<file path="src/rtl/vdp_pkg.sv">
// Shared definitions for the VDP Z80 command port: FSM states, command codes
// and the Z80 I/O port addresses of the data and control ports.
package vdp_pkg;

  typedef enum logic [1:0] {
    ST_IDLE  = 2'd0,
    ST_WR_V  = 2'd1,
    ST_RD_PF = 2'd2
  } state_t;

  typedef enum logic [1:0] {
    CODE_VRAM_RD = 2'd0,
    CODE_VRAM_WR = 2'd1,
    CODE_REG_WR  = 2'd2,
    CODE_CRAM_WR = 2'd3
  } code_t;

  localparam logic [7:0] PORT_DATA = 8'hBE;
  localparam logic [7:0] PORT_CTRL = 8'hBF;

  // Highest register index that the register file implements.
  localparam logic [3:0] REG_MAX = 4'd10;

endpackage

</file>
<file path="src/rtl/vdp_addr_ctr.sv">
// Loadable VRAM address counter; increments wrap modulo 2^W.
// Also exposes the incremented value so callers can look one step ahead.
module vdp_addr_ctr #(
  parameter int W = 14
) (
  input  logic         clk,
  input  logic         rst,
  input  logic         ld_i,
  input  logic [W-1:0] ld_val_i,
  input  logic         inc_i,
  output logic [W-1:0] q_o,
  output logic [W-1:0] q_inc_o
);

  logic [W-1:0] cnt_q;

  always_ff @(posedge clk) begin
    if (rst) begin
      cnt_q <= '0;
    end else if (ld_i) begin
      cnt_q <= ld_val_i;
    end else if (inc_i) begin
      cnt_q <= cnt_q + W'(1);
    end
  end

  assign q_o     = cnt_q;
  assign q_inc_o = cnt_q + W'(1);

endmodule

</file>
<file path="src/rtl/vdp_cmd_port.sv">
// Z80-facing command port of the VDP: decodes control/data port accesses into
// VRAM reads/writes, CRAM writes and register-file writes.
module vdp_cmd_port
  import vdp_pkg::*;
#(
  parameter int VRAM_AW = 14,
  parameter int CRAM_AW = 5
) (
  input  logic               clk,
  input  logic               rst,
  input  logic               go,
  input  logic               mode,
  input  logic               csw_l,
  input  logic               csr_l,
  input  logic [7:0]         data_in,
  input  logic [7:0]         status_in,
  output logic [7:0]         data_out,
  output logic [VRAM_AW-1:0] vram_addr,
  output logic [7:0]         vram_wdata,
  output logic               vram_we,
  output logic               vram_re,
  input  logic               vram_ack,
  input  logic [7:0]         vram_rdata,
  output logic [CRAM_AW-1:0] cram_addr,
  output logic [5:0]         cram_wdata,
  output logic               cram_we,
  output logic [3:0]         rf_addr,
  output logic [7:0]         rf_data,
  output logic               rf_en,
  output logic               ovfl
);

  state_t               state_q, state_d;
  code_t                code_q, code_d;
  logic                 go_q;
  logic                 flag_q, flag_d;
  logic [7:0]           rdbuf_q, rdbuf_d;
  logic [7:0]           dout_q, dout_d;
  logic                 ovfl_q, ovfl_d;
  logic [7:0]           wdata_q, wdata_d;
  logic                 cram_we_q, cram_we_d;
  logic [CRAM_AW-1:0]   cram_addr_q, cram_addr_d;
  logic [5:0]           cram_wdata_q, cram_wdata_d;
  logic                 rf_en_q, rf_en_d;
  logic [3:0]           rf_addr_q, rf_addr_d;
  logic [7:0]           rf_data_q, rf_data_d;

  logic [VRAM_AW-1:0]   addr_q, addr_inc, addr_cur, ld_val;
  logic                 ld, inc;
  logic                 go_rise, busy, done, idle_eff, wr_ev, rd_ev;

  vdp_addr_ctr #(.W(VRAM_AW)) u_addr_ctr (
    .clk      (clk),
    .rst      (rst),
    .ld_i     (ld),
    .ld_val_i (ld_val),
    .inc_i    (inc),
    .q_o      (addr_q),
    .q_inc_o  (addr_inc)
  );

  // An ack in the same cycle as a new access retires the current access first,
  // so the new access sees IDLE and the already-incremented address.
  always_comb begin
    go_rise  = go & ~go_q;
    wr_ev    = go_rise & ~csw_l;
    rd_ev    = go_rise & csw_l & ~csr_l;
    busy     = (state_q != ST_IDLE);
    done     = busy & vram_ack;
    idle_eff = ~busy | vram_ack;
    addr_cur = done ? addr_inc : addr_q;

    state_d      = done ? ST_IDLE : state_q;
    code_d       = code_q;
    flag_d       = flag_q;
    rdbuf_d      = (done && state_q == ST_RD_PF) ? vram_rdata : rdbuf_q;
    dout_d       = dout_q;
    ovfl_d       = ovfl_q;
    wdata_d      = wdata_q;
    cram_we_d    = 1'b0;
    cram_addr_d  = cram_addr_q;
    cram_wdata_d = cram_wdata_q;
    rf_en_d      = 1'b0;
    rf_addr_d    = rf_addr_q;
    rf_data_d    = rf_data_q;
    ld           = 1'b0;
    ld_val       = addr_cur;
    inc          = done;

    if (mode) begin
      if (wr_ev) begin
        ld = 1'b1;
        if (!flag_q) begin
          ld_val[7:0] = data_in;
          flag_d      = 1'b1;
        end else begin
          ld_val = VRAM_AW'({data_in[5:0], addr_cur[7:0]});
          code_d = code_t'(data_in[7:6]);
          flag_d = 1'b0;
          if (code_t'(data_in[7:6]) == CODE_VRAM_RD && idle_eff) begin
            state_d = ST_RD_PF;
          end
          if (code_t'(data_in[7:6]) == CODE_REG_WR && data_in[3:0] <= REG_MAX) begin
            rf_en_d   = 1'b1;
            rf_addr_d = data_in[3:0];
            rf_data_d = addr_cur[7:0];
          end
        end
      end else if (rd_ev) begin
        dout_d = status_in;
        flag_d = 1'b0;
      end
    end else if (wr_ev || rd_ev) begin
      flag_d = 1'b0;
      if (!idle_eff) begin
        ovfl_d = 1'b1;
      end else if (wr_ev) begin
        if (code_q == CODE_CRAM_WR) begin
          cram_we_d    = 1'b1;
          cram_addr_d  = addr_cur[CRAM_AW-1:0];
          cram_wdata_d = data_in[5:0];
          ld           = 1'b1;
          ld_val       = addr_cur + VRAM_AW'(1);
        end else begin
          state_d = ST_WR_V;
          wdata_d = data_in;
        end
      end else begin
        dout_d  = rdbuf_d;
        state_d = ST_RD_PF;
      end
    end
  end

  always_ff @(posedge clk) begin
    if (rst) begin
      state_q      <= ST_IDLE;
      code_q       <= CODE_VRAM_RD;
      go_q         <= 1'b0;
      flag_q       <= 1'b0;
      rdbuf_q      <= '0;
      dout_q       <= '0;
      ovfl_q       <= 1'b0;
      wdata_q      <= '0;
      cram_we_q    <= 1'b0;
      cram_addr_q  <= '0;
      cram_wdata_q <= '0;
      rf_en_q      <= 1'b0;
      rf_addr_q    <= '0;
      rf_data_q    <= '0;
    end else begin
      state_q      <= state_d;
      code_q       <= code_d;
      go_q         <= go;
      flag_q       <= flag_d;
      rdbuf_q      <= rdbuf_d;
      dout_q       <= dout_d;
      ovfl_q       <= ovfl_d;
      wdata_q      <= wdata_d;
      cram_we_q    <= cram_we_d;
      cram_addr_q  <= cram_addr_d;
      cram_wdata_q <= cram_wdata_d;
      rf_en_q      <= rf_en_d;
      rf_addr_q    <= rf_addr_d;
      rf_data_q    <= rf_data_d;
    end
  end

  assign data_out   = dout_q;
  assign vram_addr  = addr_q;
  assign vram_wdata = wdata_q;
  assign vram_we    = (state_q == ST_WR_V);
  assign vram_re    = (state_q == ST_RD_PF);
  assign cram_addr  = cram_addr_q;
  assign cram_wdata = cram_wdata_q;
  assign cram_we    = cram_we_q;
  assign rf_addr    = rf_addr_q;
  assign rf_data    = rf_data_q;
  assign rf_en      = rf_en_q;
  assign ovfl       = ovfl_q;

endmodule
</file>
<file path="config.mk">
export PLATFORM = sky130hd
export DESIGN_NAME = vdp_cmd_port
export DESIGN_NICKNAME = d
export VERILOG_FILES = /design/src/rtl/vdp_pkg.sv /design/src/rtl/vdp_addr_ctr.sv /design/src/rtl/vdp_cmd_port.sv
export SDC_FILE = /design/constraint.sdc
export NUM_CORES = 1
export LEC_CHECK = 0
export BUFFER_PORTS_ARGS = -buffer_cell sky130_fd_sc_hd__buf_4
export CORE_UTILIZATION = 40
export DETAILED_ROUTE_END_ITERATION = 8
export HOLD_SLACK_MARGIN = 0.03
export PLACE_DENSITY = 0.73
export SYNTH_ARGS = -nofsm -noshare
export SYNTH_HDL_FRONTEND = slang
export SYNTH_SLANG_ARGS = --single-unit
</file>
<file path="constraint.sdc">
create_clock -name clk -period 3.15 [get_ports clk]
set_input_delay 0.1575 -clock clk [delete_from_list [all_inputs] [get_ports clk]]
set_output_delay 0.1575 -clock clk [all_outputs]
set_load 0.1 [all_outputs]
</file>
==> results.txt, run 1 <==
status - finished clean
drt drc - 0
die area - 9260 sq um
EDFF count, synth - 0
root buf cell - clkbuf_8
top fanout value on the critical path - 7
total gr overflow - 0
final-report setup violation count - 0
diode count - 0
Rows - 34
FF-to-FF Start - u_addr_ctr.q_o[0]
CTS buffer count - 9
vias in the first global route - 3124
PortBufs - 88
post-cts sizing count - 0
Routed wire per std cell - 16.3 um
power per cell area - 443 nW/um^2
Max Freq - 384 MHz
CP Data Required Time - 3330 ps
Hold Path Stages - 2
initial antenna violation count - 0
clk slew on worst S/H paths - 80 ps
Crit Reg-Reg Endpoint - u_addr_ctr.q_o[12]
layout cells sized above 1 - 0.248
Final Util - 0.511
Mapped Cells - 423
min cycle time layout - 2600 ps
Global Route Usage Sum - 0.226
max_slew headroom - 0.450
RSZ-0062 raised after global routing - no
Final ANT Viol Nets - 0
Setup TNS - 0 ps
Starting Density - 0.409
CP cell instances - ha_1, o211ai_1, xnor2_1, nand3_1, nor4_2, a311o_1, o221ai_1
WL final - 9910 um
placed wire-length estimate - 7070 um
WHS Endpoint - go_q
syn_area_per_cell - 8.39 sq um
worst reg-to-reg path cell count - 7
vias per cell - 5.61
CP Launch Type - register
Ys Warns - 0
nets - 528
async set-reset flop share out of synthesis - 0
setup bufs post-CTS - 0
Hold Crit Class - input port to register
drt first pass iters - 6
register area share after synthesis - 0.395
Unique masters post-synth - 65
Final Hold Vio Count - 0
clock latency on the worst-skew pair - 340 ps
Met3 Wirelength - 757 um
CP max-delay cell - dfxtp_1
Syn Nets - 456
r2r setup slk - 550 ps
met2 wire length - 4550 um
first-pass GRT wire length - 15900 um
Hold Startpoint - go
wl on met1 - 4440 um
pin count of the biggest net entering global routing - 71
core area - 8680 sq um
Crit path largest cell delay - 460 ps
clk sinks - 70
CTS tree - yes
die width - 96.2 um
Post-CTS Hold Buffers - 0
worst-margin pin slew - 825 ps
kind of critical path - register to register
I/O pin total - 89
H-Tree Level Count - 3
Leak Pwr - 1.87 nW
Area Growth Syn to Fin - 24.8%
VDD IR-drop max - 0.000336 V
period utilization - 0.826
Critical Path End Type - register
vias after detailed routing - 3412
Max Cap Viol - 0
Die Y - 96.2 um
Syn Std Cell Area - 3550 sq um
Final Max Tran Viols - 0
Bufs on Longest Clock Path - 2
number of synthesized register bits - 70
Initial DRC Count - 312
worst path arrival time - 2780 ps
Final Skew - 9.57 ps
highest metal used - met4
GPL Wtd Cong - 0.912
Synth Flop Type - dfxtp_1
-- how the worst max path moves through the flow --
stage	startpoint	endpoint	slack [ps]	cells past startpoint
6_report	u_addr_ctr.q_o[0]	u_addr_ctr.q_o[12]	550	7
5_1_grt	u_addr_ctr.q_o[0]	u_addr_ctr.q_o[6]	300	7
4_1_cts	u_addr_ctr.q_o[0]	u_addr_ctr.q_o[12]	590	7
3_5_place_dp	u_addr_ctr.q_o[0]	u_addr_ctr.q_o[12]	630	7
3_3_place_gp	u_addr_ctr.q_o[0]	u_addr_ctr.q_o[12]	730	7
2_1_floorplan	state_q[1]	data_out[0]	30	7
-- critical path: cells and delay by family, from the launching register on --
kind                       cells  cell delay, ps
DFF                            1             460
adders and majority gates      1             300
xor gates and xnor gates       1             450
and+or+nand+nor                2             680
AOI/OAI and AO/OA              3             550
-- final cells by class --
class | instances | area (sq um)
fill | 856 | 4250
multi-input combinational | 314 | 1970
sequential | 70 | 1400
timing repair buffer | 90 | 676
clock buffer | 12 | 145
tap | 108 | 135
clock inverter | 4 | 70.1
inverter | 10 | 37.5
-- through the flow --
stage / instance area, sq um / instances / worst slack (ps) / total power [mW] / hold WS, ps
global route: 4430 / 608 / 303 / 2.04 / 54.8
CTS: 4430 / 608 / 587 / 1.97 / 39.8
finish: 4430 / 608 / 547 / 1.96 / 49.8
floorplan: 3550 / 423 / 33.9 / 1.10 / 286
detailed placement: 4220 / 592 / 632 / 1.18 / 398
global placement: 4220 / 592 / 733 / 1.17 / 389
-- cell families (layout without fill, tap and decap cells) --
| kind of cell | Yosys count | in the layout | share of synthesized area |
|---|---|---|---|
| buffers and inverters | 39 | 116 | 0.0518 |
| adder cells (fa/ha/maj) | 2 | 2 | 0.00705 |
| multiplexers | 32 | 32 | 0.0916 |
| AND/OR/NAND/NOR | 175 | 175 | 0.241 |
| AO/OA/AOI/OAI | 90 | 90 | 0.177 |
| flip-flops | 70 | 70 | 0.395 |
| XOR/XNOR | 15 | 15 | 0.0370 |
-- synth_stat cells, drive strengths merged (6+ instances only) --
cell / instances / area share
a211oi: 10 / 0.021
a21oi: 23 / 0.035
nor3: 13 / 0.020
buf: 14 / 0.025
nand3: 11 / 0.017
xnor2: 11 / 0.027
nand2b: 6 / 0.011
a22oi: 7 / 0.015
nor2: 61 / 0.065
dfxtp: 70 / 0.39
inv: 10 / 0.011
mux2i: 31 / 0.088
o21ai: 17 / 0.024
nor4: 11 / 0.023
clkbuf: 15 / 0.016
nand4: 9 / 0.016
nand2: 41 / 0.043
-- cells in the final DEF, fill, tap and decap left out, types with 6 or more instances in the layout --
master and instances:
buf_4 90, dfxtp_1 70, nor2_1 60, nand2_1 41
mux2i_1 30, a21oi_1 21, o21ai_0 16, nor3_1 12
xnor2_1 11, inv_1 10, nand3_1 10, a211oi_1 10
clkbuf_8 10, nand4_1 9, nor4_1 9, a22oi_1 7
nand2b_1 6
-- registers in the layout, summed over array words and instances, names as in the netlist, 2 cells and up --
| name | cells |
|---|---|
| code_q | 2 |
| cram_addr | 5 |
| cram_wdata | 6 |
| data_out | 8 |
| rdbuf_q | 8 |
| rf_addr | 4 |
| rf_data | 8 |
| state_q | 2 |
| u_addr_ctr.q_o | 14 |
| vram_wdata | 8 |
-- per-layer routing --
layer,vias up,GRT usage
met2,123,0.346
met1,1615,0.298
met5,-,0
met3,16,0.0664
met4,0,0.0821
li1,1658,-
-- where the power goes --
group / internal (mW) / switching (mW)
Clock: 0.466 / 0.336
Sequential: 0.898 / 0.0189
Combinational: 0.0718 / 0.171
Power figures use the tool's default switching activity.
==> run 2: changes to the inputs <==
--- a/config.mk
+++ b/config.mk
@@ -9,7 +9,7 @@
 export CORE_UTILIZATION = 40
 export DETAILED_ROUTE_END_ITERATION = 8
 export HOLD_SLACK_MARGIN = 0.03
-export PLACE_DENSITY = 0.73
+export PLACE_DENSITY = 0.75
 export SYNTH_ARGS = -nofsm -noshare
 export SYNTH_HDL_FRONTEND = slang
 export SYNTH_SLANG_ARGS = --single-unit
==> constraint.sdc (replaced) <==
create_clock -name clk -period 2.2 [get_ports clk]
set_input_delay 0.11 -clock clk [delete_from_list [all_inputs] [get_ports clk]]
set_output_delay 0.11 -clock clk [all_outputs]
set_load 0.1 [all_outputs]
==> results.txt, run 2 (synthesis results as in run 1) <==
final-report setup violation count - 0
Final ANT Viol Nets - 0
period utilization - 0.977
GPL Wtd Cong - 0.930
vias per cell - 5.61
status - finished clean
nets - 555
Final Hold Vio Count - 0
first-pass GRT wire length - 15800 um
Hold Worst Slack - 39.1 ps
commonest non-fill, non-tap cells in the layout - 111 x buf_4, 59 x nor2_1, 56 x dfxtp_1
Starting Density - 0.409
Final Skew - 4.15 ps
core area - 8680 sq um
CP top delay family - simple AND/OR/NAND/NOR gates
Critical Path End Type - register
pin count of the biggest net entering global routing - 37
VDD IR-drop max - 0.000625 V
CP Launch Type - register
FILL cells - 800
clock latency on the worst-skew pair - 340 ps
worst-margin pin slew - 577 ps
final worst slack - 51.4 ps
min cycle time layout - 2150 ps
FF-to-FF Start - u_addr_ctr.q_o[0]
WP buf/inv - 0
worst path arrival time - 2390 ps
Cells after DPL - 610
total gr overflow - 0
worst reg-to-reg path cell count - 7
layout cells sized above 1 - 0.317
top fanout value on the critical path - 7
Max Freq - 465 MHz
Rows - 34
clk slew on worst S/H paths - 70 ps
Crit Reg-Reg Endpoint - u_addr_ctr.q_o[8]
Routed wire per std cell - 16.1 um
kind of critical path - register to register
Setup WS pre-CTS - -19.9 ps
clk sinks - 70
die area - 9260 sq um
CP cell instances - ha_4, a21bo_2, nor4_2, nor3_4, nor4_4, nand2_1, o221ai_1
Leak Pwr - 2.05 nW
most common cell after layout, fill and taps aside - buf_4
Initial DRC Count - 262
initial antenna violation count - 0
CP max-delay cell - dfxtp_4
CTS buffer count - 9
met3 usage - 0.0569
root buf cell - clkbuf_8
placed wire-length estimate - 7280 um
power per cell area - 618 nW/um^2
drt drc - 0
Hold Startpoint - vram_rdata[0]
vias after detailed routing - 3565
M1 GR Usage - 0.296
WL final - 10200 um
Max Cap Viol - 0
Bufs on Longest Clock Path - 2
Global Route Usage Sum - 0.225
max_slew headroom - 0.613
diode count - 0
r2r setup slk - 50 ps
overall power - 2.96 mW
Top Usage Layer GRT - met2
Hold Path Stages - 3
M2 GR Usage - 0.343
vias in the first global route - 3234
PortBufs - 88
Final Max Tran Viols - 0
crit path from - u_addr_ctr.q_o[0]
Area Growth Syn to Fin - 34.9%
Die Y - 96.2 um
Hold Crit Class - input port to register
CP Data Required Time - 2440 ps
I/O pin total - 89
fin cells - 635
CTS tree - yes
max reg flops - 14
WHS Endpoint - rdbuf_q[0]
Crit path largest cell delay - 400 ps
drt first pass iters - 5
die width - 96.2 um
H-Tree Level Count - 3
==> run 2: final cells by class <==
class | instances | area (sq um) | share of cell area
multi-input cells | 314 | 2030 | 0.424
repair buffers | 117 | 893 | 0.186
clock inverters | 5 | 105 | 0.0219
well taps | 108 | 135 | 0.0282
flip-flops and latches | 70 | 1450 | 0.302
clock buffers | 11 | 141 | 0.0295
inverters | 10 | 37.5 | 0.00783
==> run 2: worst max-delay path by stage <==
stage                         end  cells past startpoint
2_1_floorplan   u_addr_ctr.q_o[7]                      8
3_3_place_gp   u_addr_ctr.q_o[10]                      8
3_5_place_dp    u_addr_ctr.q_o[7]                      6
4_1_cts         u_addr_ctr.q_o[8]                      7
5_1_grt        u_addr_ctr.q_o[12]                      7
6_report        u_addr_ctr.q_o[8]                      7
==> run 2: worst reg2reg max path, stage by stage (launching register included) <==
cell and delay [ps]:
dfxtp_4 400, ha_4 170, a21bo_2 270, nor4_2 360, nor3_4 120, nor4_4 380, nand2_1 130, o221ai_1 210
==> run 2: power breakdown <==
group / leakage [nW] / internal [mW] / switching [mW] / total [mW]
Combinational: 1.35 / 0.124 / 0.251 / 0.375
Clock: 0.124 / 0.787 / 0.490 / 1.28
Sequential: 0.575 / 1.28 / 0.0293 / 1.31
Total: 2.05 / 2.19 / 0.770 / 2.96
==> run 2: metal layers <==
layer,share of wire,vias up
li1,-,1725
met1,0.42,1643
met2,0.47,169
met3,0.086,28
met4,0.026,0
met5,0,-
==> run 2: through the flow <==
stage | setup TNS, ps | util | instance area [sq um]
5_1_grt | -270 | 0.552 | 4790
6_report | 0 | 0.552 | 4790
3_5_place_dp | -19.9 | 0.508 | 4410
3_3_place_gp | 0 | 0.508 | 4410
2_1_floorplan | 0 | - | 3620
4_1_cts | 0 | 0.544 | 4720
==> run 2: what timing repair did <==
item / 4_1_cts / 5_1_grt
endpoints found under the setup margin: 3 / 7
hold buffers: 6 / 0
pin swaps: 0 / 5
gates resized for setup: 2 / 10
hold endpoints to repair: 6 / 0
buffers inserted: 0 / 3
